<file path="src/rtl/pc_seq_pkg.sv">
// Shared types and constants for the PC sequencer slice.
package pc_seq_pkg;

  typedef enum logic [1:0] {
    BOOT       = 2'd0,
    RUN        = 2'd1,
    WAIT_REDIR = 2'd2
  } pc_seq_state_e;

  localparam int unsigned PC_INC            = 4;
  localparam logic [31:0] DEFAULT_RESET_VEC = 32'h0000_0000;

endpackage

</file>
<file path="src/rtl/pc_redirect_sel.sv">
// Redirect source priority select (trap > mret > branch) with word alignment.
// Trap sources are present only when PCSEQ_TRAP_EN is defined.
module pc_redirect_sel #(
  parameter int unsigned Width = 32
) (
  input  logic             br_taken,
  input  logic [Width-1:0] br_target,
`ifdef PCSEQ_TRAP_EN
  input  logic             trap_req,
  input  logic             mret,
  input  logic [Width-1:0] trap_vec,
  input  logic [Width-1:0] mepc,
`endif
  output logic             redirect,
  output logic [Width-1:0] target
);

  localparam logic [Width-1:0] ALIGN_MASK = ~Width'(2'b11);

  logic [Width-1:0] raw_target;

  always_comb begin
`ifdef PCSEQ_TRAP_EN
    redirect = trap_req | mret | br_taken;
    if (trap_req)
      raw_target = trap_vec;
    else if (mret)
      raw_target = mepc;
    else
      raw_target = br_target;
`else
    redirect   = br_taken;
    raw_target = br_target;
`endif
    target = raw_target & ALIGN_MASK;
  end

endmodule

</file>
<file path="src/rtl/pc_sequencer.sv">
// Next-PC sequencer driving the PC counter: boot vector, stall hold, and
// redirects held pending while imem is busy. Optional traps via PCSEQ_TRAP_EN.
module pc_sequencer
  import pc_seq_pkg::*;
#(
  parameter int unsigned      Width     = 32,
  parameter logic [Width-1:0] RESET_VEC = Width'(DEFAULT_RESET_VEC)
) (
  input  logic             clk,
  input  logic             reset,
  input  logic [Width-1:0] pc,
  input  logic             imem_ready,
  input  logic             stall,
  input  logic             br_taken,
  input  logic [Width-1:0] br_target,
`ifdef PCSEQ_TRAP_EN
  input  logic             trap_req,
  input  logic             mret,
  input  logic [Width-1:0] trap_vec,
  input  logic [Width-1:0] mepc,
`endif
  output logic [Width-1:0] next_pc,
  output logic             pc_en,
  output logic             flush,
  output logic             fetch_valid
);

  pc_seq_state_e    state, state_nxt;
  logic [Width-1:0] pend_pc, pend_nxt;
  logic             redirect;
  logic [Width-1:0] target;
  logic [Width-1:0] pc_inc;

  assign pc_inc = pc + Width'(PC_INC);

  pc_redirect_sel #(
    .Width(Width)
  ) u_redirect_sel (
    .br_taken  (br_taken),
    .br_target (br_target),
`ifdef PCSEQ_TRAP_EN
    .trap_req  (trap_req),
    .mret      (mret),
    .trap_vec  (trap_vec),
    .mepc      (mepc),
`endif
    .redirect  (redirect),
    .target    (target)
  );

  always_ff @(posedge clk or negedge reset) begin
    if (!reset) begin
      state   <= BOOT;
      pend_pc <= RESET_VEC;
    end else begin
      state   <= state_nxt;
      pend_pc <= pend_nxt;
    end
  end

  always_comb begin
    state_nxt = state;
    pend_nxt  = pend_pc;
    case (state)
      BOOT: state_nxt = RUN;
      RUN: begin
        if (redirect && !imem_ready) begin
          state_nxt = WAIT_REDIR;
          pend_nxt  = target;
        end
      end
      WAIT_REDIR: begin
        if (redirect)
          pend_nxt = target;
        if (imem_ready)
          state_nxt = RUN;
      end
      default: state_nxt = BOOT;
    endcase
  end

  // Outputs are gated by reset directly so they go quiet while reset is held.
  always_comb begin
    next_pc     = RESET_VEC;
    pc_en       = 1'b0;
    flush       = 1'b0;
    fetch_valid = 1'b0;
    if (reset) begin
      case (state)
        BOOT: begin
          next_pc = RESET_VEC;
          pc_en   = 1'b1;
        end
        RUN: begin
          if (redirect) begin
            next_pc = target;
            pc_en   = imem_ready;
            flush   = 1'b1;
          end else if (stall) begin
            next_pc = pc;
          end else begin
            next_pc = pc_inc;
            pc_en   = imem_ready;
          end
          fetch_valid = !redirect;
        end
        WAIT_REDIR: begin
          next_pc = redirect ? target : pend_pc;
          pc_en   = imem_ready;
          flush   = redirect;
        end
        default: ;
      endcase
    end
  end

endmodule

</file>
<file path="config.mk">
export PLATFORM = sky130hd
export DESIGN_NAME = pc_sequencer
export DESIGN_NICKNAME = d
export VERILOG_FILES = /design/src/rtl/pc_seq_pkg.sv /design/src/rtl/pc_redirect_sel.sv /design/src/rtl/pc_sequencer.sv
export SDC_FILE = /design/constraint.sdc
export NUM_CORES = 1
export LEC_CHECK = 0
export ABC_AREA = 1
export CORE_AREA = 2 2 84 86
export DETAILED_ROUTE_END_ITERATION = 8
export DIE_AREA = 0 0 86 88
export GPL_ROUTABILITY_DRIVEN = 1
export GPL_TIMING_DRIVEN = 0
export PLACE_DENSITY = 0.94
export SYNTH_ARGS = -nofsm -noshare
export SYNTH_HDL_FRONTEND = slang
export SYNTH_SLANG_ARGS = --single-unit
</file>
<file path="constraint.sdc">
create_clock -name clk -period 5.9 [get_ports clk]
set_input_delay 1.475 -clock clk [delete_from_list [all_inputs] [get_ports clk]]
set_output_delay 1.475 -clock clk [all_outputs]
set_load 0.03 [all_outputs]
</file>
==> flow_metrics.tcl, run 1 <==
set metrics [dict create \
    tightest_slew_ns 0.801 \
    intPower_mw 0.837 \
    rows 30 \
    wl_met2_mm 5.70 \
    synth_top_cell_area_share_pct 25.5 \
    placed_cells 731 \
    worst_hold_slack_ns 0.493 \
    diodes 0 \
    outcome "finished clean" \
    grt_pass1_wl_mm 19.2 \
    timing.fmax_ghz 0.180 \
    rsz0062_at_grt "no" \
    setup_viol 0 \
    powerDensity_nw_per_um2 373 \
    period_share_pct 94.2 \
    finClkSkew_ns 0.00814 \
    clock_power_share_pct 10.6 \
    drtPass1Iterations 5 \
    overflow 0 \
    netSwitchingPower_mw 0.851 \
    postCtsHoldBufs 0 \
    antenna_found_initial 0 \
    power_frac_seq_pct 24.2 \
    highest_layer "met4" \
    initial_core_util_pct 50.2 \
    cts_tree "yes" \
    final_nets 732 \
    synth.avg_cell_area_sq_um 6.05 \
    vias_per_cell 5.93 \
    hold_viol 0 \
    core_area_sq_um 6640 \
    criticalPathCategory "in -> out" \
    fin_crit_ns 5.56 \
    synth_cell_type_count 31 \
    syn-num-nets 625 \
    area_growth_pct 35.6 \
    comb_power_share_pct 65.2 \
    synth_edf_count 0 \
    wl_per_cell_um 16.0 \
    drc_errors 0 \
    synthFlopType "dfrtp_1" \
    gp_routability_congestion 0.909 \
    wl_met3_mm 1.26 \
    ys_seq_area_share_pct 25.5 \
    final_layout_size_suffix_gt1_share_pct 9.10 \
    dp_hpwl_mm 9.11 \
    slew_violations 0 \
    holdCritPathClass "reg -> reg" \
    yosys-top-cells-area "dfrtp_1 26%, nand2_1 12%, a21oi_1 11%, nor2_1 9.9%, nand3_1 6.0%" \
    arrival_ns 4.09 \
    insertion_delay_ns 0.29 \
    power.leakage_nw 1.82 \
    synthCells 551 \
    maxCapViolations 0 \
    synth_top_area_cell "dfrtp_1" \
    numCtsBuffers 5 \
    ys_seq_elements 34 \
    pre_cts_ws_ns 0.409 \
    wl_met1_mm 4.57 \
    yosys_warnings 0 \
    fin_cells 739 \
    clock_path_buffers 2 \
    dieArea_sq_um 7570 \
    post_cts.repair.setup_buffers 0 \
    crit_required_ns 4.43 \
    crit_path_start_kind "input port" \
    cts.sinks 34 \
    h-tree-depth 2 \
    clk_pin_slew_ns 0.06 \
    worst_slack_ns 0.339 \
    vias 4379 \
    grt_max_degree 38 \
    slew_headroom_pct 46.6 \
    ant_nets 0 \
    grt_util_all_layers_pct 32.0 \
    async_flop_share_pct 100 \
    fp.dieW_um 86 \
    netlist_area_sq_um 3340 \
    ios 104 \
    ir_drop_uv 302 \
    drt_iter0_drc 411 \
    cts-root-buf "clkbuf_8" \
    wirelength_mm 11.9 \
    placed_area_sq_um 4430 \
    grt_pass1_vias 4111 \
    die_h_um 88 \
    io_buffers 100 \
    design_area_sq_um 4520 \
    cts_resized 0 \
    crit_path_max_fanout 5 \
    swShare_pct 50.4 \
    worst_setup_path_end_kind "output port" \
]
-- power by group through the flow --
| stage | clock (mW) | sequential, mW | combinational [mW] |
|---|---|---|---|
| after CTS | 0.178 | 0.405 | 1.08 |
| final | 0.179 | 0.408 | 1.10 |
| after detailed placement | 0 | 0.410 | 1.07 |
| after global placement | 0 | 0.400 | 1.03 |
| after floorplan | 0 | 0.394 | 0.710 |
| after global routing | 0.193 | 0.420 | 1.19 |
-- flip-flops by register name, summed over array words and instances (netlist names) --
name and count:
pend_pc 32, state 2
-- layout by cell type, fill, tap and decap left out, drive strengths merged, types with 14 or more instances in the layout --
master,netlist,final
nor2,102,102
a31oi,19,19
inv,46,46
dfrtp,34,34
nor3,18,18
clkdlybuf4s50,0,99
o21ai,41,41
a21oi,72,72
nand3,44,44
buf,13,14
nand2,111,111
clkbuf,15,22
-- per-layer routing --
metal | up-vias | track usage [%]
met3 | 37 | 4.81
met1 | 1973 | 41.1
li1 | 2069 | -
met2 | 300 | 55.7
met4 | 0 | 9.52
met5 | - | 0
-- final timing paths --
kind                            slack, ns       start           to  cells past startpoint
worst max-delay path                 0.34       pc[3]  next_pc[18]                     12
worst min-delay path                 0.49  pend_pc[8]   pend_pc[8]                      2
min in group asynchronous            1.27       reset   pend_pc[0]                      1
worst min register to register       0.49  pend_pc[8]   pend_pc[8]                      2
worst max register to register       4.01    state[0]  pend_pc[20]                      7
max in group asynchronous            4.11       reset  pend_pc[15]                      1
-- cell usage after synthesis (2+ instances only) --
library cell	instances
a21oi_1	72
a31oi_1	19
buf_2	10
buf_4	3
clkbuf_1	15
dfrtp_1	34
ha_1	5
inv_1	41
inv_2	5
nand2_1	106
nand2_2	5
nand3_1	40
nand3_2	3
nand3b_1	7
nand4_1	2
nor2_1	88
nor2_2	10
nor2_4	4
nor3_1	17
o211ai_1	9
o21ai_0	38
o21ai_1	2
or2_2	8
-- critical path, stage by stage --
cell             delay, ns
clkdlybuf4s50_1       0.55
ha_1                  0.20
nand2_1               0.08
nor2_2                0.22
nand2_1               0.16
nor2_1                0.19
nand2_1               0.09
o21ai_1               0.13
nand3_1               0.17
nand2_1               0.11
a21oi_1               0.07
clkdlybuf4s50_1       0.62
-- cell type report --
type / instances / area (sq um)
Buffer: 28 / 129
Clock buffer: 7 / 86.3
Clock inverter: 1 / 5.00
Fill cell: 562 / 2120
Inverter: 46 / 173
Multi-Input combinational cell: 443 / 2180
Sequential cell: 34 / 851
Tap cell: 80 / 100
Timing Repair Buffer: 100 / 996
-- per-stage QoR --
step	util [%]	TNS (ns)	power, mW
6_report	68.1	0	1.69
5_1_grt	68.1	0	1.81
4_1_cts	68.1	0	1.66
3_5_place_dp	66.7	0	1.48
3_3_place_gp	66.8	-14.15	1.43
2_1_floorplan	-	0	1.10
-- cell families (layout without fill, tap and decap cells) --
logic type	after synthesis	in the layout	synth area share (%)
compound gates	142	142	22.9
fa+ha+maj	5	5	1.88
buf+inv	74	182	9.04
flops	34	34	25.5
mux	1	1	0.338
simple gates	295	295	40.4
(Power assumes the default switching activity.)
==> run 2, diff against run 1 <==
==> constraint.sdc (replaced) <==
create_clock -name clk -period 7.1 [get_ports clk]
set_input_delay 1.775 -clock clk [delete_from_list [all_inputs] [get_ports clk]]
set_output_delay 1.775 -clock clk [all_outputs]
set_load 0.03 [all_outputs]
==> results of run 2 <==
The final DEF is identical to that of run 1. Status: finished clean.
Among the figures that moved: setup slack after placement 0.409 ns -> 1.01 ns; setup slack after layout 0.339 ns -> 0.939 ns; register-to-register setup slack 4.01 ns -> 5.21 ns; total power 1.69 mW -> 1.40 mW; worst IR drop on VDD 302 uV -> 251 uV
==> run 3, diff against run 2 <==
--- a/config.mk
+++ b/config.mk
@@ -6,12 +6,12 @@
 export NUM_CORES = 1
 export LEC_CHECK = 0
 export ABC_AREA = 1
-export CORE_AREA = 2 2 84 86
+export CORE_AREA = 2 2 87 89
 export DETAILED_ROUTE_END_ITERATION = 8
-export DIE_AREA = 0 0 86 88
+export DIE_AREA = 0 0 89 91
 export GPL_ROUTABILITY_DRIVEN = 1
 export GPL_TIMING_DRIVEN = 0
-export PLACE_DENSITY = 0.94
+export PLACE_DENSITY = 0.89
 export SYNTH_ARGS = -nofsm -noshare
 export SYNTH_HDL_FRONTEND = slang
 export SYNTH_SLANG_ARGS = --single-unit
==> constraint.sdc (replaced) <==
create_clock -name clk -period 5.8 [get_ports clk]
set_input_delay 1.45 -clock clk [delete_from_list [all_inputs] [get_ports clk]]
set_output_delay 1.45 -clock clk [all_outputs]
set_load 0.03 [all_outputs]
==> run 3 against run 2 <==
Cell count up 2.3%. Die area up 7.0%. Critical path depth down 1. Routed wire length up 3.6%. Largest power group unchanged. Highest routed layer unchanged.
==> flow_metrics.tcl, run 3 (synthesis results as in run 1) <==
set metrics [dict create \
    outcome "finished clean" \
    min_from "pend_pc[9]" \
    initial_core_util_pct 46.7 \
    pre_cts_ws_ns 0.371 \
    final.setup.tns_ns 0 \
    finClkSkew_ns 0.00662 \
    powerDensity_nw_per_um2 378 \
    fin_cells 756 \
    drt_iter0_drc 469 \
    clk_pin_slew_ns 0.06 \
    worst_hold_slack_ns 0.495 \
    crit_required_ns 4.35 \
    overflow 0 \
    die_h_um 91 \
    rrSetupSlack_ns 3.90 \
    arrival_ns 4.04 \
    grt_util_all_layers_pct 30.4 \
    placed_area_sq_um 4460 \
    grt_max_degree 38 \
    rr_startpoint "state[0]" \
    placed_cells 750 \
    rows 31 \
    cts_resized 0 \
    reg2reg_to "pend_pc[25]" \
    postCtsHoldBufs 0 \
    numCtsBuffers 5 \
    drtPass1Iterations 5 \
    power.leakage_nw 1.82 \
    ant_nets 0 \
    layout_common_cells "106 x nand2_1, 99 x clkdlybuf4s50_1, 88 x nor2_1, 72 x a21oi_1, 41 x inv_1" \
    wirelength_mm 12.3 \
    largest_register_ffs 32 \
    timing.fmax_ghz 0.182 \
    post_cts.repair.setup_buffers 0 \
    slew_violations 0 \
    gp_routability_congestion 0.936 \
    hold_viol 0 \
    worst_setup_path_end_kind "output port" \
    area_growth_pct 36.0 \
    h-tree-depth 2 \
    fin_util_pct 63.6 \
    criticalPathCategory "in -> out" \
    worst_slack_ns 0.313 \
    vias 4303 \
    holdCritPathClass "reg -> reg" \
    design_area_sq_um 4540 \
    ir_drop_uv 269 \
    whs_path_depth 2 \
    fin_crit_ns 5.49 \
    antenna_found_initial 0 \
    insertion_delay_ns 0.29 \
    wl_per_cell_um 16.2 \
    setup_viol 0 \
    largest-register "pend_pc" \
    grt_pass1_vias 4148 \
    cts-root-buf "clkbuf_8" \
    crit_path_max_fanout 5 \
    top_regs "pend_pc x32, state x2" \
    dieArea_sq_um 8100 \
    io_buffers 100 \
    tightest_slew_ns 0.841 \
    maxCapViolations 0 \
    drc_errors 0 \
    power_mw 1.72 \
    layout_commonest_cell "nand2_1" \
    dp_hpwl_mm 9.28 \
    min_to "pend_pc[9]" \
    vias_per_cell 5.69 \
    cts.sinks 34 \
    reg2reg_depth 7 \
    core_area_sq_um 7140 \
    final_nets 732 \
    diodes 0 \
    grt_pass1_wl_mm 19.4 \
    fp.dieW_um 89 \
    slew_headroom_pct 44.0 \
    rsz0062_at_grt "no" \
    cts_tree "yes" \
    crit_path_start_kind "input port" \
    period_share_pct 94.6 \
    final_layout_size_suffix_gt1_share_pct 8.98 \
    ios 104 \
    clock_path_buffers 2 \
]
[run 3: cell count changes in the layout (fill, tap and decap cells not counted)]
cell / before / now
clkbuf_1: 16 / 15
clkinv_2: 1 / 0
[run 3: cell type report]
class / count / area (sq um)
Fill cell: 684 / 2600
Multi-Input combinational cell: 443 / 2180
Timing Repair Buffer: 100 / 996
Sequential cell: 34 / 851
Inverter: 46 / 173
Buffer: 28 / 129
Tap cell: 99 / 124
Clock buffer: 6 / 82.6
[run 3: worst max-delay path, stage by stage]
cell,delay [ns]
clkdlybuf4s50_1,0.54
ha_1,0.19
nand2_1,0.09
nor2_2,0.21
nand3_4,0.15
nor2_2,0.20
nand2_1,0.08
nand3_1,0.13
nand3_1,0.09
a21oi_1,0.20
clkdlybuf4s50_1,0.71
[run 3: where the power goes]
group / total, mW / switching [mW] / internal (mW) / leakage (nW)
sequential: 0.418 / 0.0625 / 0.355 / 0.400
combinational: 1.12 / 0.724 / 0.400 / 1.37
clock: 0.176 / 0.0845 / 0.0915 / 0.0431
total: 1.72 / 0.871 / 0.847 / 1.82
[run 3: worst max path at each step]
| stage | slack, ns | end | depth (start not counted) | from |
|---|---|---|---|---|
| 6_report | 0.31 | next_pc[14] | 11 | pc[2] |
| 3_5_place_dp | 0.37 | next_pc[18] | 12 | pc[2] |
| 3_3_place_gp | -0.63 | next_pc[3] | 5 | reset |
| 5_1_grt | 0.17 | next_pc[18] | 12 | pc[2] |
| 4_1_cts | 0.37 | next_pc[18] | 12 | pc[2] |
| 2_1_floorplan | 1.50 | pc_en | 4 | br_taken |
[run 3: routing by layer]
metal / vias to the layer above / track usage (%) / share of wire (%) / wire length, um
li1: 2057 / - / - / -
met1: 1924 / 40.2 / 40 / 4870
met2: 290 / 48.8 / 47 / 5740
met3: 32 / 5.27 / 11 / 1340
met4: 0 / 12.1 / 2.6 / 325
met5: - / 0 / 0 / 0
